==> src/rtl/pipe_adc_correct.sv <==
// Pipelined ADC digital correction: per-stage thermometer encoding,
// stage alignment, weighted overlap-add with saturation, sticky bubble flags.
//
// Ports:
//   clk        sole clock, rising edge
//   rst        asynchronous active-high reset
//   therm_in   NSTAGE*TW thermometer slices, slice 0 (LSBs) is the MSB stage
//   in_valid   stage-0 sample of a new conversion is present this cycle
//   err_clr    clears err_stage (a same-edge new error still sets its bit)
//   out_data   corrected, registered result (held while out_valid is low)
//   out_valid  one-cycle pulse per conversion
//   out_sat    out_data was clamped to full scale
//   err_stage  sticky per-stage bubble-error flags
module pipe_adc_correct #(
    parameter int NSTAGE      = 5,
    parameter int TW          = 6,
    parameter int BUBBLE_MODE = 0,
    localparam int B          = $clog2(TW + 1),
    localparam int OUT_W      = NSTAGE * (B - 1) + 1
) (
    input  logic                 clk,
    input  logic                 rst,
    input  logic [NSTAGE*TW-1:0] therm_in,
    input  logic                 in_valid,
    input  logic                 err_clr,
    output logic [OUT_W-1:0]     out_data,
    output logic                 out_valid,
    output logic                 out_sat,
    output logic [NSTAGE-1:0]    err_stage
);

    localparam int SW = OUT_W + B;

    logic [NSTAGE-1:0]        w_v;
    logic [NSTAGE-1:1]        r_v;
    logic [NSTAGE-1:0][B-1:0] w_code;
    logic [NSTAGE-1:0][B-1:0] w_al;
    logic [NSTAGE-1:0]        w_err;
    logic [SW-1:0]            w_sum;
    logic                     w_ovf;

    logic [OUT_W-1:0]         r_data;
    logic                     r_valid;
    logic                     r_sat;
    logic [NSTAGE-1:0]        r_err;

    // w_v[k] is in_valid delayed k cycles: it qualifies slice k this cycle
    assign w_v = {r_v, in_valid};

    always_ff @(posedge clk or posedge rst) begin
        if (rst) begin
            r_v <= '0;
        end else begin
            r_v <= w_v[NSTAGE-2:0];
        end
    end

    for (genvar k = 0; k < NSTAGE; k++) begin : g_st
        localparam int D = NSTAGE - 1 - k;

        logic [TW-1:0] w_th;
        logic [B-1:0]  w_pop;
        logic          w_bad;

        assign w_th = therm_in[k*TW +: TW];

        always_comb begin
            w_pop = '0;
            for (int i = 0; i < TW; i++) begin
                w_pop = w_pop + B'(w_th[i]);
            end
        end

        // Legal codes are 0..01..1; adding one to them clears every set bit
        assign w_bad = |(w_th & (w_th + TW'(1)));

        assign w_code[k] = (w_bad && BUBBLE_MODE == 0) ? B'(TW) : w_pop;
        assign w_err[k]  = w_v[k] & w_bad;

        // Later stages arrive later, so they need fewer alignment registers
        if (D == 0) begin : g_nodly
            assign w_al[k] = w_code[k];
        end else begin : g_dly
            logic [B-1:0] r_sr [D];

            always_ff @(posedge clk or posedge rst) begin
                if (rst) begin
                    for (int i = 0; i < D; i++) begin
                        r_sr[i] <= '0;
                    end
                end else begin
                    r_sr[0] <= w_code[k];
                    for (int i = 1; i < D; i++) begin
                        r_sr[i] <= r_sr[i-1];
                    end
                end
            end

            assign w_al[k] = r_sr[D-1];
        end
    end

    // Overlapping stages: each stage weighs 2^(B-1) less than the one above
    always_comb begin
        w_sum = '0;
        for (int k = 0; k < NSTAGE; k++) begin
            w_sum = w_sum + (SW'(w_al[k]) << ((NSTAGE - 1 - k) * (B - 1)));
        end
    end

    assign w_ovf = |w_sum[SW-1:OUT_W];

    always_ff @(posedge clk or posedge rst) begin
        if (rst) begin
            r_data  <= '0;
            r_valid <= 1'b0;
            r_sat   <= 1'b0;
        end else begin
            r_valid <= w_v[NSTAGE-1];
            if (w_v[NSTAGE-1]) begin
                r_data <= w_ovf ? '1 : w_sum[OUT_W-1:0];
                r_sat  <= w_ovf;
            end
        end
    end

    // A new error on the clearing edge still sets its own bit
    always_ff @(posedge clk or posedge rst) begin
        if (rst) begin
            r_err <= '0;
        end else begin
            r_err <= (err_clr ? '0 : r_err) | w_err;
        end
    end

    assign out_data  = r_data;
    assign out_valid = r_valid;
    assign out_sat   = r_sat;
    assign err_stage = r_err;

endmodule

==> config.mk <==
export PLATFORM = sky130hd
export DESIGN_NAME = pipe_adc_correct
export DESIGN_NICKNAME = d
export VERILOG_FILES = /design/src/rtl/pipe_adc_correct.sv
export SDC_FILE = /design/constraint.sdc
export NUM_CORES = 1
export LEC_CHECK = 0
export ABC_AREA = 0
export BUFFER_PORTS_ARGS = -buffer_cell sky130_fd_sc_hd__buf_2
export CAP_MARGIN = 15
export CORE_ASPECT_RATIO = 1.1
export CORE_MARGIN = 3
export CORE_UTILIZATION = 50
export CTS_CLUSTER_SIZE = 12
export DETAILED_ROUTE_END_ITERATION = 10
export GPL_ROUTABILITY_DRIVEN = 0
export PLACE_DENSITY = 0.76
export SKIP_LAST_GASP = 1
export SLEW_MARGIN = 20
export SYNTH_ARGS = -nofsm -noshare
export SYNTH_HDL_FRONTEND = slang
export SYNTH_SLANG_ARGS = --single-unit
==> constraint.sdc <==
create_clock -name clk -period 1.9 [get_ports clk]
set_input_delay 0.19 -clock clk [delete_from_list [all_inputs] [get_ports clk]]
set_output_delay 0.19 -clock clk [all_outputs]
set_load 0.005 [all_outputs]
==> impl_results.md <==
* Synth Register Bits at 52
* TritonCTS clock tree: done
* Placed Instance Area at 3280 um2
* WP buf/inv at 5
* GRT Residual Overflow at 0
* Post-Syn Area per Cell at 11.8 um2
* Die H at 82.6 um
* Area of the multi-input gates at 1280 um2
* Met1 Use GR at approximately 18%
* Die extent in x at 75.6 um
* Status: finished, violations left
* Core Box Area at 5070 um2
* Drt via density at 4.93
* Crit Path Max Fanout at 6
* Cts bufs inserted at 5
* Most frequent cell after synthesis: dfrtp_1
* Routing usage on met3 at between 2 and 3%
* Pwr/cell area at 758 nW/um2
* Register area at 1300 um2
* Crit path cell chain: buf_6, fa_1, inv_1, fa_1, inv_1, ha_2, inv_2, fa_2, nand2_2, ha_4, a311oi_4, nor4b_2, mux2i_1, buf_4, a41oi_1
* YS warnings at 0
* PnR worst setup slack at -1.07 ns
* Synth top area share at between 40% and 50%
* Post-synthesis sequential area ratio at 48.8%
* Synth area leader: dfrtp_1
* Pre-CTS setup slack at -1.38 ns
* RSZ-0062 raised after global routing: true
* Fillers at 389
* GR Util met2 at 31.2%
* Tmin final at 2.97 ns
* Synth area leaders: dfrtp_1 49%, fa_1 11%, ha_1 9.8%
* Cell Rows at 27
* HPWL after detailed placement at 3620 um
* Initial Util at 52.6%
* Number of buffers added on ports at 51
* Slew @ Worst Pin at ~0.57 ns
* Mapped Area at 2670 um2
* WP data arrival at between 3 and 4 ns
* Crit start category: primary input
* Worst-case clock buffer depth at 2
* Clock sinks at 52
* H-tree depth at 2
* Count of pins over their slew limit at 0
* CP Capture Type: register
* DRT Pass-1 Iters at 4
* Fmax achieved at 0.336 GHz
* Final Cell Area at 3480 um2
* Routed Antenna Nets at 0
* Syn Inst Count at 227
* Max cap viols at 0
* Post-synth net total at 297
* Hold crit path type: primary input to register
* Slowest cell delay on critical path at 0.52 ns
* Crit Path Class: primary input to register
* Layout area overhead at 30.4%
* Worst EP required at 2.06 ns
* Clk_lat worst skew at 0.30 ns
* Worst vdd ir at 0.667 mV
* Vias in the first global route at 1869
* WL final at 4630 um
* DRC viols at 0
* First-pass GRT wire length at 7780 um
* Gr busiest metal: met2
* Max-slew headroom at around 62%
* Initial DRC count at 45
* Drt wl/cell at 12.3 um
* Clock root cell: clkbuf_8
* Fin. Hold Viols at 0
* Number of synthesized flops with an enable pin at 0
* Ys async rst share at 100%
* Failing checks: negative setup slack
* Num ports at 52
* Largest net degree at the start of global routing at 29
* Number of antenna violations at the first check in global routing at 0
* CTS clk-pin slew, worst paths at 0.09 ns
* Lkg Pwr at 1.67 nW
* Global-route usage over all layers at 16.6%
* Cell variety after synth at 32
* DR vias at 1855
* Post-route setup TNS at -12.80 ns
* Top_reg_cell synth: dfrtp_1
* NumNets Final at 387
* Number of setup violations in the final report at 18
* Period utilisation layout at 157%
* Crit-path slowest cell: fa_1
* Clock Skew at 0.00729 ns
* Top Family by Delay on Critical Path: adder cells
* Total die area at about 6200 um2
* Ant diodes at 0
* Synth cell count leaders: 52 x dfrtp_1, 42 x inv_1, 21 x ha_1, 16 x nor2_1, 15 x fa_1
* Share of cells above drive strength 1 at 39.9%
==> sequential cells by signal, indices dropped and copies added (netlist names) <==
signal,flops
g_st.g_dly.r_sr,30
r_v,4
err_stage,5
out_sat,1
out_data,11
out_valid,1
==> cells in the final DEF, fill, tap and decap left out, types with 3 or more instances in the layout <==
master     Yosys  routed
a21oi_1        8       7
a22o_1         4       4
a31oi_2        7       7
buf_2          0      45
buf_4          0      32
buf_6          1       5
clkbuf_8       0       5
dfrtp_1       52      52
fa_1          15      10
fa_2           0       5
ha_1          21      14
ha_2           0       5
inv_1         42      40
nand2_1       10       9
nand2b_1       3       3
nand3_1        7       7
nor2_1        16      16
o2111ai_1      3       3
or2_4          0       8
xnor2_1        6       6
==> path summary, 6_finish.rpt <==
path	start	end	slack, ns	cells past startpoint
min in group asynchronous	rst	err_stage[1]$_DFF_PP0_	0.49	3
max reg2reg	g_st[0].g_dly.r_sr[0]$_DFF_PP0_	out_data[1]$_DFFE_PP0P_	-0.17	7
max in group asynchronous	rst	out_data[10]$_DFFE_PP0P_	0.88	4
max	therm_in[24]	out_data[1]$_DFFE_PP0P_	-1.07	15
min reg2reg	g_st[0].g_dly.r_sr[8]$_DFF_PP0_	g_st[0].g_dly.r_sr[5]$_DFF_PP0_	0.35	0
min	err_clr	err_stage[4]$_DFF_PP0_	0.27	3
==> layout make-up <==
class,count,area share [%]
sequential,52,37.4
multi-input combinational,130,36.9
inverter,42,4.53
timing repair buffer,86,16.6
tap,58,2.09
clock buffer,5,1.98
clock inverter,3,0.540
==> power breakdown <==
part / total, mW / leakage, nW / switching [mW] / internal, mW
Clock: 0.596 / 0.0479 / 0.339 / 0.257
Sequential: 1.27 / 0.557 / 0.0527 / 1.22
Combinational: 0.766 / 1.06 / 0.369 / 0.398
Total: 2.64 / 1.67 / 0.761 / 1.88
==> metal layers <==
metal,vias up,routed length (um)
li1,913,-
met1,902,1840
met2,35,2560
met3,5,159
met4,0,68
met5,-,0
==> worst reg2reg max path: stages (launching register included) <==
cell and delay (ns):
dfrtp_1 0.38, ha_1 0.21, ha_1 0.29, nand3_1 0.12
nor4b_2 0.34, mux2i_1 0.29, buf_4 0.20, a41oi_1 0.11
==> kinds of logic after synthesis <==
| group | after synthesis | share of synthesized area (%) |
|---|---|---|
| compound gates | 34 | 11.0 |
| xor+xnor | 8 | 2.63 |
| fa+ha+maj | 36 | 21.1 |
| buf+inv | 45 | 6.61 |
| flops | 52 | 48.8 |
| mux | 1 | 0.375 |
| simple gates | 51 | 9.47 |
==> metrics by stage <==
| stage | hold slack (ns) | util [%] | total power [mW] | instances |
|---|---|---|---|---|
| 2_1_floorplan | 0.221 | - | 1.74 | 227 |
| 3_3_place_gp | 0.273 | 64.8 | 2.00 | 362 |
| 3_5_place_dp | 0.279 | 64.8 | 2.04 | 362 |
| 6_report | 0.267 | 68.6 | 2.64 | 376 |
| 5_1_grt | 0.280 | 68.6 | 2.84 | 376 |
| 4_1_cts | 0.267 | 68.4 | 2.68 | 375 |
==> timing repair <==
item | CTS | global route
hold buffers | 2 | 0
endpoints found under the setup margin | 20 | 20
cloned | 1 | 0
pin swaps | 5 | 3
buffers inserted | 2 | 1
gates resized for setup | 14 | 1
hold endpoints to repair | 28 | 0
Power figures use the tool's default switching activity.
